**src/rtl/approx_err_monitor.sv**
```systemverilog
// approx_err_monitor
// Error-metric collector for approximate adders. Accepts (exact, approximate)
// result pairs over a valid/ready handshake for a programmed number of samples.
// It accumulates four figures in integer hardware: the error count, the
// acceptance count, the signed error sum and the absolute error sum. The host
// derives ER / OE / AP / mean accuracy from these counters.
//
// Optional feature: define ERR_MAX_TRACK_EN to add max_abs_err / max_idx,
// which report the largest |exp-act| seen and the index of its first occurrence.
//
// Pipeline: stage 1 registers the per-sample metrics on the handshake edge.
// Stage 2 folds them into the accumulators on the following edge. DRAIN covers
// both stages, so the results are final before done rises.

module approx_err_monitor #(
    parameter int W       = 16,
    parameter int CNT_W   = 32,
    parameter int REL_NUM = 1,
    parameter int REL_DEN = 10
) (
    input  logic                   clk,
    input  logic                   rst,
    input  logic                   start,
    input  logic [CNT_W-1:0]       n_samples,
    input  logic                   s_valid,
    output logic                   s_ready,
    input  logic [W:0]             exp_val,
    input  logic [W:0]             act_val,
    output logic                   busy,
    output logic                   done,
    output logic [CNT_W-1:0]       sample_cnt,
    output logic [CNT_W-1:0]       err_cnt,
    output logic [CNT_W-1:0]       acc_cnt,
    output logic [CNT_W+W:0]       sum_abs_err,
    output logic [CNT_W+W+1:0]     sum_sgn_err
`ifdef ERR_MAX_TRACK_EN
    ,
    output logic [W:0]             max_abs_err,
    output logic [CNT_W-1:0]       max_idx
`endif
);

    localparam int AW = CNT_W + W + 1;   // absolute-sum width
    localparam int SW = CNT_W + W + 2;   // signed-sum width
    localparam int DW = W + 2;           // signed difference width
    localparam int PW = W + 1 + 32;      // threshold product width (no truncation)

    typedef enum logic [1:0] {
        ST_IDLE  = 2'd0,
        ST_RUN   = 2'd1,
        ST_DRAIN = 2'd2,
        ST_DONE  = 2'd3
    } state_t;

    // ------------------------------------------------------------------
    // Saturating arithmetic helpers
    // ------------------------------------------------------------------
    function automatic logic [CNT_W-1:0] cnt_inc(input logic [CNT_W-1:0] v);
        if (&v) begin
            return v;
        end else begin
            return v + CNT_W'(1);
        end
    endfunction

    function automatic logic [AW-1:0] abs_acc(input logic [AW-1:0] acc,
                                              input logic [W:0]    inc);
        logic [AW:0] t;
        t = {1'b0, acc} + {{(AW-W){1'b0}}, inc};
        if (t[AW]) begin
            return {AW{1'b1}};
        end else begin
            return t[AW-1:0];
        end
    endfunction

    function automatic logic [SW-1:0] sgn_acc(input logic [SW-1:0] acc,
                                              input logic [DW-1:0] inc);
        logic [SW:0] t;
        t = {acc[SW-1], acc} + {{(SW+1-DW){inc[DW-1]}}, inc};
        if (t[SW] != t[SW-1]) begin
            if (t[SW]) begin
                return {1'b1, {(SW-1){1'b0}}};   // most negative
            end else begin
                return {1'b0, {(SW-1){1'b1}}};   // most positive
            end
        end else begin
            return t[SW-1:0];
        end
    endfunction

    // ------------------------------------------------------------------
    // State and registers
    // ------------------------------------------------------------------
    state_t             state_r;
    logic [CNT_W-1:0]   n_lat_r;
    logic [CNT_W-1:0]   sample_cnt_r;
    logic               s_ready_r;
    logic               busy_r;
    logic               done_r;
    logic               drain_r;

    logic               v1_r;
    logic [DW-1:0]      diff1_r;
    logic [W:0]         abs1_r;
    logic               neq1_r;
    logic               acc1_r;

    logic [CNT_W-1:0]   err_cnt_r;
    logic [CNT_W-1:0]   acc_cnt_r;
    logic [AW-1:0]      sum_abs_r;
    logic [SW-1:0]      sum_sgn_r;

`ifdef ERR_MAX_TRACK_EN
    logic [CNT_W-1:0]   idx1_r;
    logic [W:0]         max_abs_r;
    logic [CNT_W-1:0]   max_idx_r;
`endif

    // ------------------------------------------------------------------
    // Combinational per-sample metrics
    // ------------------------------------------------------------------
    logic               hs_s;
    logic               start_take_s;
    logic               last_s;
    logic [DW-1:0]      diff_s;
    logic [W:0]         abs_s;
    logic [PW-1:0]      lhs_s;
    logic [PW-1:0]      rhs_s;
    logic               accept_s;
    logic               neq_s;

    assign hs_s         = s_valid & s_ready_r;
    assign start_take_s = start & ((state_r == ST_IDLE) | (state_r == ST_DONE));
    assign last_s       = (({1'b0, sample_cnt_r} + (CNT_W+1)'(1)) >= {1'b0, n_lat_r});
    assign diff_s       = {1'b0, exp_val} - {1'b0, act_val};
    assign neq_s        = (exp_val != act_val);

    // Magnitude of the difference, computed directly in W+1 bits
    always_comb begin
        abs_s = {(W+1){1'b0}};
        if (exp_val >= act_val) begin
            abs_s = exp_val - act_val;
        end else begin
            abs_s = act_val - exp_val;
        end
    end

    // Acceptance test: |diff|/exp < REL_NUM/REL_DEN, cross-multiplied at full width
    always_comb begin
        lhs_s    = PW'(abs_s) * PW'(REL_DEN);
        rhs_s    = PW'(exp_val) * PW'(REL_NUM);
        accept_s = 1'b0;
        if (exp_val == {(W+1){1'b0}}) begin
            accept_s = (diff_s == {DW{1'b0}});
        end else begin
            accept_s = (lhs_s < rhs_s);
        end
    end

    // ------------------------------------------------------------------
    // Campaign control FSM with registered handshake/status outputs
    // ------------------------------------------------------------------
    // Sequences IDLE/DONE -> RUN -> DRAIN (2 cycles) -> DONE and counts handshakes
    always_ff @(posedge clk) begin
        if (rst) begin
            state_r      <= ST_IDLE;
            n_lat_r      <= {CNT_W{1'b0}};
            sample_cnt_r <= {CNT_W{1'b0}};
            s_ready_r    <= 1'b0;
            busy_r       <= 1'b0;
            done_r       <= 1'b0;
            drain_r      <= 1'b0;
        end else begin
            case (state_r)
                ST_IDLE, ST_DONE: begin
                    if (start) begin
                        state_r      <= ST_RUN;
                        n_lat_r      <= n_samples;
                        sample_cnt_r <= {CNT_W{1'b0}};
                        s_ready_r    <= (n_samples != {CNT_W{1'b0}});
                        busy_r       <= 1'b1;
                        done_r       <= 1'b0;
                        drain_r      <= 1'b0;
                    end
                end
                ST_RUN: begin
                    if (hs_s) begin
                        sample_cnt_r <= cnt_inc(sample_cnt_r);
                        if (last_s) begin
                            state_r   <= ST_DRAIN;
                            s_ready_r <= 1'b0;
                            drain_r   <= 1'b0;
                        end
                    end else if (sample_cnt_r >= n_lat_r) begin
                        // zero-length campaign: nothing to collect
                        state_r   <= ST_DRAIN;
                        s_ready_r <= 1'b0;
                        drain_r   <= 1'b0;
                    end
                end
                ST_DRAIN: begin
                    if (drain_r) begin
                        state_r <= ST_DONE;
                        busy_r  <= 1'b0;
                        done_r  <= 1'b1;
                        drain_r <= 1'b0;
                    end else begin
                        drain_r <= 1'b1;
                    end
                end
                default: begin
                    state_r   <= ST_IDLE;
                    s_ready_r <= 1'b0;
                    busy_r    <= 1'b0;
                    done_r    <= 1'b0;
                    drain_r   <= 1'b0;
                end
            endcase
        end
    end

    // ------------------------------------------------------------------
    // Stage 1: capture per-sample metrics on the handshake edge
    // ------------------------------------------------------------------
    // Registers diff, |diff|, mismatch and acceptance flags for accepted pairs only
    always_ff @(posedge clk) begin
        if (rst) begin
            v1_r    <= 1'b0;
            diff1_r <= {DW{1'b0}};
            abs1_r  <= {(W+1){1'b0}};
            neq1_r  <= 1'b0;
            acc1_r  <= 1'b0;
        end else if (start_take_s) begin
            v1_r    <= 1'b0;
            diff1_r <= {DW{1'b0}};
            abs1_r  <= {(W+1){1'b0}};
            neq1_r  <= 1'b0;
            acc1_r  <= 1'b0;
        end else begin
            v1_r <= hs_s;
            if (hs_s) begin
                diff1_r <= diff_s;
                abs1_r  <= abs_s;
                neq1_r  <= neq_s;
                acc1_r  <= accept_s;
            end
        end
    end

`ifdef ERR_MAX_TRACK_EN
    // Remembers the index of the sample held in stage 1 (count before increment)
    always_ff @(posedge clk) begin
        if (rst) begin
            idx1_r <= {CNT_W{1'b0}};
        end else if (start_take_s) begin
            idx1_r <= {CNT_W{1'b0}};
        end else if (hs_s) begin
            idx1_r <= sample_cnt_r;
        end
    end
`else
    // Extreme-value tracking is not built in this configuration.
`endif

    // ------------------------------------------------------------------
    // Stage 2: saturating accumulation; bubbles add nothing
    // ------------------------------------------------------------------
    // Folds stage-1 metrics into the campaign accumulators
    always_ff @(posedge clk) begin
        if (rst) begin
            err_cnt_r <= {CNT_W{1'b0}};
            acc_cnt_r <= {CNT_W{1'b0}};
            sum_abs_r <= {AW{1'b0}};
            sum_sgn_r <= {SW{1'b0}};
        end else if (start_take_s) begin
            err_cnt_r <= {CNT_W{1'b0}};
            acc_cnt_r <= {CNT_W{1'b0}};
            sum_abs_r <= {AW{1'b0}};
            sum_sgn_r <= {SW{1'b0}};
        end else if (v1_r) begin
            if (neq1_r) begin
                err_cnt_r <= cnt_inc(err_cnt_r);
            end
            if (acc1_r) begin
                acc_cnt_r <= cnt_inc(acc_cnt_r);
            end
            sum_abs_r <= abs_acc(sum_abs_r, abs1_r);
            sum_sgn_r <= sgn_acc(sum_sgn_r, diff1_r);
        end
    end

`ifdef ERR_MAX_TRACK_EN
    // Tracks the largest |diff|; strict compare keeps the earliest on ties
    always_ff @(posedge clk) begin
        if (rst) begin
            max_abs_r <= {(W+1){1'b0}};
            max_idx_r <= {CNT_W{1'b0}};
        end else if (start_take_s) begin
            max_abs_r <= {(W+1){1'b0}};
            max_idx_r <= {CNT_W{1'b0}};
        end else if (v1_r && (abs1_r > max_abs_r)) begin
            max_abs_r <= abs1_r;
            max_idx_r <= idx1_r;
        end
    end

    assign max_abs_err = max_abs_r;
    assign max_idx     = max_idx_r;
`endif

    assign s_ready     = s_ready_r;
    assign busy        = busy_r;
    assign done        = done_r;
    assign sample_cnt  = sample_cnt_r;
    assign err_cnt     = err_cnt_r;
    assign acc_cnt     = acc_cnt_r;
    assign sum_abs_err = sum_abs_r;
    assign sum_sgn_err = sum_sgn_r;

endmodule

```
**config.mk**
```make
export PLATFORM = sky130hd
export DESIGN_NAME = approx_err_monitor
export DESIGN_NICKNAME = d
export VERILOG_FILES = /design/src/rtl/approx_err_monitor.sv
export SDC_FILE = /design/constraint.sdc
export NUM_CORES = 1
export LEC_CHECK = 0
export ABC_AREA = 1
export CAP_MARGIN = 20
export CORE_MARGIN = 5
export CORE_UTILIZATION = 50
export CTS_CLUSTER_DIAMETER = 60
export CTS_CLUSTER_SIZE = 10
export DETAILED_ROUTE_END_ITERATION = 8
export GPL_TIMING_DRIVEN = 0
export PLACE_DENSITY = 0.79
export REMOVE_ABC_BUFFERS = 1
export SKIP_CTS_REPAIR_TIMING = 1
export SYNTH_ARGS = -nofsm -noshare
export SYNTH_HDL_FRONTEND = slang
export SYNTH_SLANG_ARGS = --single-unit
```
**constraint.sdc**
```tcl
create_clock -name clk -period 6.9 [get_ports clk]
set_clock_uncertainty 0.15 [all_clocks]
set_input_delay 1.38 -clock clk [delete_from_list [all_inputs] [get_ports clk]]
set_output_delay 1.38 -clock clk [all_outputs]
set_load 0.05 [all_outputs]
```
* Word level (Yosys, flattened, before mapping)
Index checks and enable logic that the tools add are counted.
Word-level totals: word-level logic and storage cells 93, output and inout bits 198, bits in registers 271, input bits 70
Operators by class: bitwise logic cells 5, reductions and logical operators 19, $lt $le $gt $ge 4, multiply operators 1, equal/unequal tests 11, add/sub/neg operators 9, multiplexer cells 28
Operators by type and width (number):
- $mux W50 | 2
- $add A32 B1 Y32 const B | 3
- $mux W32 | 3
- $reduce_and A32 Y1 | 3
- $pmux W32 S2 | 1
- $add A50 B18 Y51 | 1
- $add A49 B17 Y50 | 1
- $mux W49 | 1
- $sub A17 B17 Y17 | 2
- $add A32 B1 Y33 const B | 1
- $ge A33 B32 Y1 | 1
- $ge A32 B32 Y1 | 1
- $reduce_bool A32 Y1 | 1
- $lt A21 B17 Y1 | 1
- $mul A17 B3 Y20 const B | 1
- $logic_not A18 Y1 | 1
- $sub A17 B17 Y18 | 1
- $ge A17 B17 Y1 | 1
- $logic_not A17 Y1 | 1
- $mux W17 | 1
- $ne A17 B17 Y1 | 1
- $reduce_and A3 Y1 | 4
- $reduce_and A4 Y1 | 3
- $mux W1 | 10
- other kinds (16) | 31

* Logic depth before layout (Yosys ltp)
Gate-level depths: netlist of run 1.
depth after elaboration 5, gate-level depth with buffers 36, mapped depth without buffers 34

* Least setup slack after synthesis of run 1
OpenSTA, ideal clock, no wires.
path type input to register, start point input port exp_val[8], end point register acc1_r, slack 1.096 ns, library setup time 0.070 ns, buffers on the path 1, required time 6.680 ns, arrival 5.584 ns, stages on the path 31, cell sequence inv_1 -> ha_1 -> a21oi_1 -> a21boi_0 -> nand2_1 -> nand2_1 -> nand3_2 -> inv_2 -> buf_2 -> o21ai_0 -> o21ai_0 -> ha_1 -> ha_1 -> a21oi_1 -> o21ai_0 -> nand2_1 -> o2111ai_1 -> nand2_1 -> inv_1 -> o21ai_0 -> nand2_1 -> xor2_1 -> ha_1 -> nand2_1 -> nand2_1 -> nor4_1 -> o2111a_1 -> nand3_1 -> nor2_1 -> nand3_1 -> a21oi_1
On the way: cells in the longest elaborated chain, start to end 5, elaborated cells on any way between the ends 10, classes of those cells 3 x add/sub; 1 x mul; 2 x order compare; 2 x mux; 2 x reduce/logical
RTL lines:
- start: declaration | RTL line 27 | input logic [W:0] exp_val,
- $ge A17 B17 Y1 | RTL line 142 | if (exp_val >= act_val) begin
- $mux W17 | RTL line 142
- net abs_s[6] | RTL line 127 | logic [W:0] abs_s;
- $mul A17 B3 Y20 | RTL line 151 | lhs_s = PW'(abs_s) * PW'(REL_DEN);
- $lt A21 B17 Y1 | RTL line 157 | accept_s = (lhs_s < rhs_s);
- $mux W1 | RTL line 154 | if (exp_val == {(W+1){1'b0}}) begin
- end signal: assignment | RTL line 246 | acc1_r <= accept_s;
- end: declaration | RTL line 107 | logic acc1_r;
The timed path passes the listed nets, and every way through them passes these cells. A chain may end at the register's enable or synchronous reset.

* Final worst setup path of run 1
Ends and elaborated chain as after synthesis.

==> summary.txt, run 1 <==
Global route
  – Antenna violations before repair: 0
  – GRT overflow: 0
  – Total GRT Usage: 0.267
  – Largest net degree at the start of global routing: 82
  – Vias in the first global route: 21,657
  – First-pass GRT wire length: 111 mm

Drt
  – Via density: 5.44
  – WL per Instance: 16.0 um
  – 1st-iter DRT viols: 1,956
  – Post-route DRC: 0
  – Final antenna-violating net count: 0
  – Detailed Routing Iterations Pass 1: 7
  – Vias: 23,649
  – Final Routed Wirelength: 69.5 mm

Worst setup path
  – R2r setup slk: 2900 ps
  – Worst EP required: 7230 ps
  – Crit Path Category: in2reg
  – Crit path from: exp_val[8]
  – Worst R2R Path Depth: 13
  – Crit path largest cell delay: 510 ps
  – Critical path's most frequent cell: nand2_1
  – Reg-to-reg critical path startpoint: diff1_r[17]
  – Critical path arrival: 6710 ps
  – FF-to-FF End: sum_sgn_err[39]
  – Worst Setup EP: acc1_r
  – Critical Path End Type: flip-flop
  – Startpoint types: input port
  – Crit path max-delay cell type: clkdlybuf4s50_1
  – Crit-path max FO: 18

Clock network
  – CTS tree: built
  – CTS sink cnt: 270
  – Worst skew pair latency: 560 ps
  – Max H-tree Level: 2
  – Root Driver: clkbuf_16
  – Cts bufs inserted: 39
  – Clock slew at reported path FFs: 50 ps
  – Buffer depth of the longest clock path: 3

Die
  – Die Wd: 221 um
  – Die height: 221 um
  – # rows: 77
  – Initial Util: 0.506
  – I/O pin count: 268
  – Core ar.: 44,200 um2
  – Die ar.: 49,000 um2

Place
  – Buffers on Ports: 267
  – Routability cong.: 0.988
  – Hpwl dp: 54.4 mm
  – Cell Area, Placed: 25,600 um2

Synthesis
  – Syn Area/Cell: 6.39 um2
  – Post-synthesis sequential area ratio: 0.242
  – Post-Synthesis Cells: 3,501
  – Number of synthesized register bits: 270
  – Post-synth EDFFs: 0
  – Asr flop ratio synth: 0
  – Top cell type by total area after synthesis: dfxtp_1
  – Ys flop type: dfxtp_1
  – Yosys synthesis warning count: 0
  – Area contributors post-synth: dfxtp_1 24%, nand2_1 13%, ha_1 12%, inv_1 8.1%, a21oi_1 7.3%
  – Most frequent cell after synthesis: nand2_1
  – Post-synth top cells: 799 x nand2_1, 480 x inv_1, 389 x nor2_1
  – Synth Cell Area: 22,400 um2
  – Distinct cells, synth: 56
  – Top cell type's share of synthesized area: 0.242

STA
  – Slew headroom: 0.307
  – Slew @ Worst Pin: 1040 ps
  – Setup Viol. Count Final: 0
  – Period minus WS final: 6380 ps
  – Fmax: 157 MHz
  – Hold Violations, Final: 0
  – Final Cycle Share: 0.925
  – Final slew viol count: 0

Worst hold path
  – Worst hold path type: reg2reg

Finish
  – Layout area overhead: 20.5%
  – Antenna Cells: 0
  – NumNets Final: 4,025
  – Ratio of cells with drive above 1 in the final layout: 0.0477
  – Final Cell Area: 26,900 um2

Pwr
  – PwrDens: 223 nW/um2
  – Maximum vdd ir drop: 0.000251 V
  – PnR Total Power: 6.01 mW
  – Pleak: 11.9 nW

Outcome
  – Outcome: complete, no violations

Job
  – Max_cap viols: 0
-- routing by layer --
layer | vias to the layer above | global-route usage | share of wire
met1 | 10819 | 0.372 | 0.46
met5 | - | 0 | 0
li1 | 11968 | - | -
met4 | 0 | 0.0785 | 0.028
met2 | 747 | 0.430 | 0.44
met3 | 115 | 0.0399 | 0.068
-- cells in the final DEF, fill, tap and decap left out, types with 6 or more instances in the layout --
cell             netlist  final
nand2_1              799    797
inv_1                480    480
nor2_1               389    388
a21oi_1              327    324
dfxtp_1              270    269
clkdlybuf4s50_1        0    266
o21ai_0              247    235
ha_1                 214    206
nand3_1              135    135
xor2_1               112    111
nor3_1                80     79
nand4_1               66     66
xnor2_1               39     39
clkbuf_16              0     39
nor4_1                37     35
a21oi_2               23     25
o21bai_1              21     21
nor2_2                19     19
o221ai_1              16     16
a31oi_1               14     14
nand2_2               11     13
o21ai_1                5     13
a21o_1                13     13
o211ai_1              12     12
o21a_1                11     11
inv_2                 12     10
buf_16                 0      7
inv_6                  0      6
-- power breakdown --
| group | leakage, nW | switching, mW | internal (mW) |
|---|---|---|---|
| Combinational | 9.12 | 1.51 | 0.832 |
| Clock | 0.561 | 0.770 | 1.08 |
| Sequential | 2.19 | 0.111 | 1.71 |
| Total | 11.9 | 2.39 | 3.63 |
-- state kept, by name (all words and copies together), names as in the netlist, 2 cells and up --
signal,cells
sum_sgn_err,50
sum_abs_err,49
acc_cnt,32
err_cnt,32
n_lat_r,32
sample_cnt,32
diff1_r,18
abs1_r,16
state_r,2
-- cell families after synthesis --
kind of cell | Yosys count | synth area share
buf+inv | 581 | 0.101
xor+xnor | 151 | 0.0592
compound gates | 712 | 0.177
simple gates | 1568 | 0.297
flops | 270 | 0.242
fa+ha+maj | 219 | 0.124
-- worst max-delay path, delay by kind of cell --
kind                       cells  cell delay [ps]
and+or+nand+nor               14             1530
adders and majority gates      4             1350
xor gates and xnor gates       1              150
AOI/OAI and AO/OA              8             1250
buffers and inverters          6             1060
-- metrics by stage --
stage	hold slack, ps	setup slack (ps)	std cells	TNS (ps)	utilization
4_1_cts	310	-71.9	4338	-71.9	0.604
5_1_grt	316	-3.98	4345	-3.98	0.609
2_1_floorplan	268	-551	3414	-31700	-
3_3_place_gp	284	-6470	4273	-884980	0.574
3_5_place_dp	288	-647	4280	-647	0.578
6_report	310	519	4345	0	0.609
-- area by class of cell --
class / instances / area [um2]
fill: 4240 / 17300
multi-input combinational: 2651 / 14900
tap: 592 / 741
timing repair buffer: 280 / 2920
clock buffer: 45 / 1010
sequential: 270 / 5410
clock inverter: 13 / 141
inverter: 494 / 1860
-- worst min-delay path by stage --
stage | from | end | slack, ps | depth (start not counted)
after detailed placement | drain_r | drain_r | 290 | 2
final | drain_r | drain_r | 310 | 2
after global routing | drain_r | drain_r | 320 | 2
after global placement | drain_r | drain_r | 280 | 2
after floorplan | drain_r | drain_r | 270 | 2
after CTS | drain_r | drain_r | 310 | 2
Note: power is estimated with default switching activity, not from simulation.
==> inputs of run 2 (changes only) <==
--- a/config.mk
+++ b/config.mk
@@ -7,7 +7,6 @@
 export LEC_CHECK = 0
 export ABC_AREA = 1
 export CAP_MARGIN = 20
-export CORE_MARGIN = 5
 export CORE_UTILIZATION = 50
 export CTS_CLUSTER_DIAMETER = 60
 export CTS_CLUSTER_SIZE = 10
@@ -16,6 +15,7 @@
 export PLACE_DENSITY = 0.79
 export REMOVE_ABC_BUFFERS = 1
 export SKIP_CTS_REPAIR_TIMING = 1
+export SLEW_MARGIN = 20
 export SYNTH_ARGS = -nofsm -noshare
 export SYNTH_HDL_FRONTEND = slang
 export SYNTH_SLANG_ARGS = --single-unit
==> run 2 against run 1 <==
Cell count is essentially flat. Flip-flop and latch count is the same. Sequential share of layout area grew 0.072 points. Hold slack lost 16 ps. Sequential power is essentially flat. Worst setup slack lost 100 ps. Non-clock buffer count grew 1. Via count shrank 0.15%. Global-route usage grew 3.4 points. Design area shrank 0.33%. Wire length shrank 0.18%. Fmax shrank 1.6%. Critical path type unchanged. Critical endpoint unchanged. Largest cell class unchanged. Largest power group unchanged. Highest routed layer unchanged.
==> summary.txt, run 2 (synthesis gave the netlist of run 1 again) <==
Drt
  – Final antenna-violating net count: 0
  – Vias: 23,613
  – Detailed Routing Iterations Pass 1: 5
  – Via density: 5.44
  – Final Routed Wirelength: 69.3 mm
  – WL per Instance: 16.0 um
  – Post-route DRC: 0
  – 1st-iter DRT viols: 2,026

Worst setup path
  – CP delay by family, top: simple AND/OR/NAND/NOR gates
  – Critical path arrival: 6840 ps
  – Crit path max-delay cell type: clkdlybuf4s50_1
  – Critical Path End Type: flip-flop
  – Crit path largest cell delay: 510 ps
  – Worst path buffer plus inverter count: 5
  – Crit Path Category: in2reg
  – Critical path's most frequent cell: nand2_1
  – Startpoint types: input port
  – Crit-path max FO: 18
  – Worst EP required: 7260 ps

Clock network
  – Worst skew pair latency: 580 ps
  – Buffer depth of the longest clock path: 3
  – CTS tree: built
  – Clock slew at reported path FFs: 60 ps
  – Max H-tree Level: 2
  – Cts bufs inserted: 37
  – Root Driver: clkbuf_16
  – CTS sink cnt: 270

Die
  – Core ar.: 44,100 um2
  – # rows: 77
  – Die Wd: 213 um
  – Die height: 213 um
  – Die ar.: 45,600 um2
  – I/O pin count: 268
  – Initial Util: 0.507

Place
  – Buffers on Ports: 267
  – Cell Area, Placed: 25,600 um2
  – Dpl cells: 4,283
  – Hpwl dp: 54.4 mm
  – Routability cong.: 0.981
  – Post-place setup slack: -816 ps

STA
  – Period minus WS final: 6480 ps
  – Fmax: 154 MHz
  – Final WS setup: 417 ps
  – Slew @ Worst Pin: 1090 ps
  – Final slew viol count: 0
  – WHS: 294 ps
  – Hold Violations, Final: 0
  – Final Cycle Share: 0.940
  – Slew headroom: 0.273
  – Setup TNS: 0 ps
  – Setup Viol. Count Final: 0

Finish
  – Final Util: 0.608
  – Most frequent cells in the layout: 798 x nand2_1, 479 x inv_1, 388 x nor2_1, 326 x a21oi_1, 268 x dfxtp_1
  – NumNets Final: 4,023
  – Ratio of cells with drive above 1 in the final layout: 0.0443
  – Non-filler cells, final: 4,343
  – Commonest non-fill, non-tap cell in the layout: nand2_1
  – Final Cell Area: 26,800 um2
  – Flip-flop count of the largest register after layout: 50
  – Antenna Cells: 0
  – Layout area overhead: 20.1%

Pwr
  – Reg power frac: 0.304
  – Logic gate share of total power: 0.389
  – Maximum vdd ir drop: 0.000266 V
  – Pleak: 11.8 nW
  – Sw Ratio: 0.400
  – Clock network fraction of total power: 0.307
  – PnR Total Power: 5.96 mW
  – PwrDens: 222 nW/um2
  – Internal power: 3.57 mW
  – Psw: 2.38 mW

Outcome
  – Outcome: complete, no violations

Worst hold path
  – Worst hold path type: reg2reg

Global route
  – Largest net degree at the start of global routing: 66
  – Antenna violations before repair: 0
  – First-pass GRT wire length: 111 mm
  – Vias in the first global route: 21,546
  – GRT overflow: 0
  – Total GRT Usage: 0.300

Job
  – Max_cap viols: 0
[run 2: changes by cell type in the layout (fill, tap and decap cells not counted), moves of 2 or more]
cell	change
ha_1	+5
ha_4	-4
inv_6	-4
o21ai_0	+3
a21oi_1	+2
a21oi_2	-2
buf_12	+2
clkbuf_16	-2
o21ai_2	-2
[run 2: layout make-up]
type / instances / area (um2)
Fill cell: 4291 / 17300
Multi-Input combinational cell: 2650 / 14800
Sequential cell: 270 / 5410
Timing Repair Buffer: 281 / 2950
Inverter: 494 / 1860
Clock buffer: 45 / 976
Tap cell: 592 / 741
Clock inverter: 11 / 148
[run 2: worst min-delay path: stages, from the launching register on]
cell and delay, ps:
dfxtp_1 300, inv_1 40, a21oi_1 50
[run 2: worst paths after layout]
path              slack [ps]              end        start  depth (start not counted)
setup reg to reg        2790  sum_sgn_err[47]  diff1_r[17]                         12
hold / removal           290          drain_r      drain_r                          2
hold reg to reg          290          drain_r      drain_r                          2
setup / recovery         420           acc1_r  exp_val[11]                         32
[run 2: power by group through the flow]
stage	Combinational [mW]	Clock [mW]	Sequential (mW)
4_1_cts	2.29	1.86	1.81
3_5_place_dp	2.27	0	1.84
3_3_place_gp	2.17	0	1.85
5_1_grt	2.60	1.93	1.83
2_1_floorplan	1.47	0	1.95
6_report	2.32	1.83	1.81
[run 2: routing by layer]
layer | wire (um) | share of wire | global-route usage
met1 | 32100 | 0.46 | 0.417
met3 | 4840 | 0.070 | 0.0480
met2 | 30500 | 0.44 | 0.477
met5 | 0 | 0 | 0
met4 | 1850 | 0.027 | 0.0879
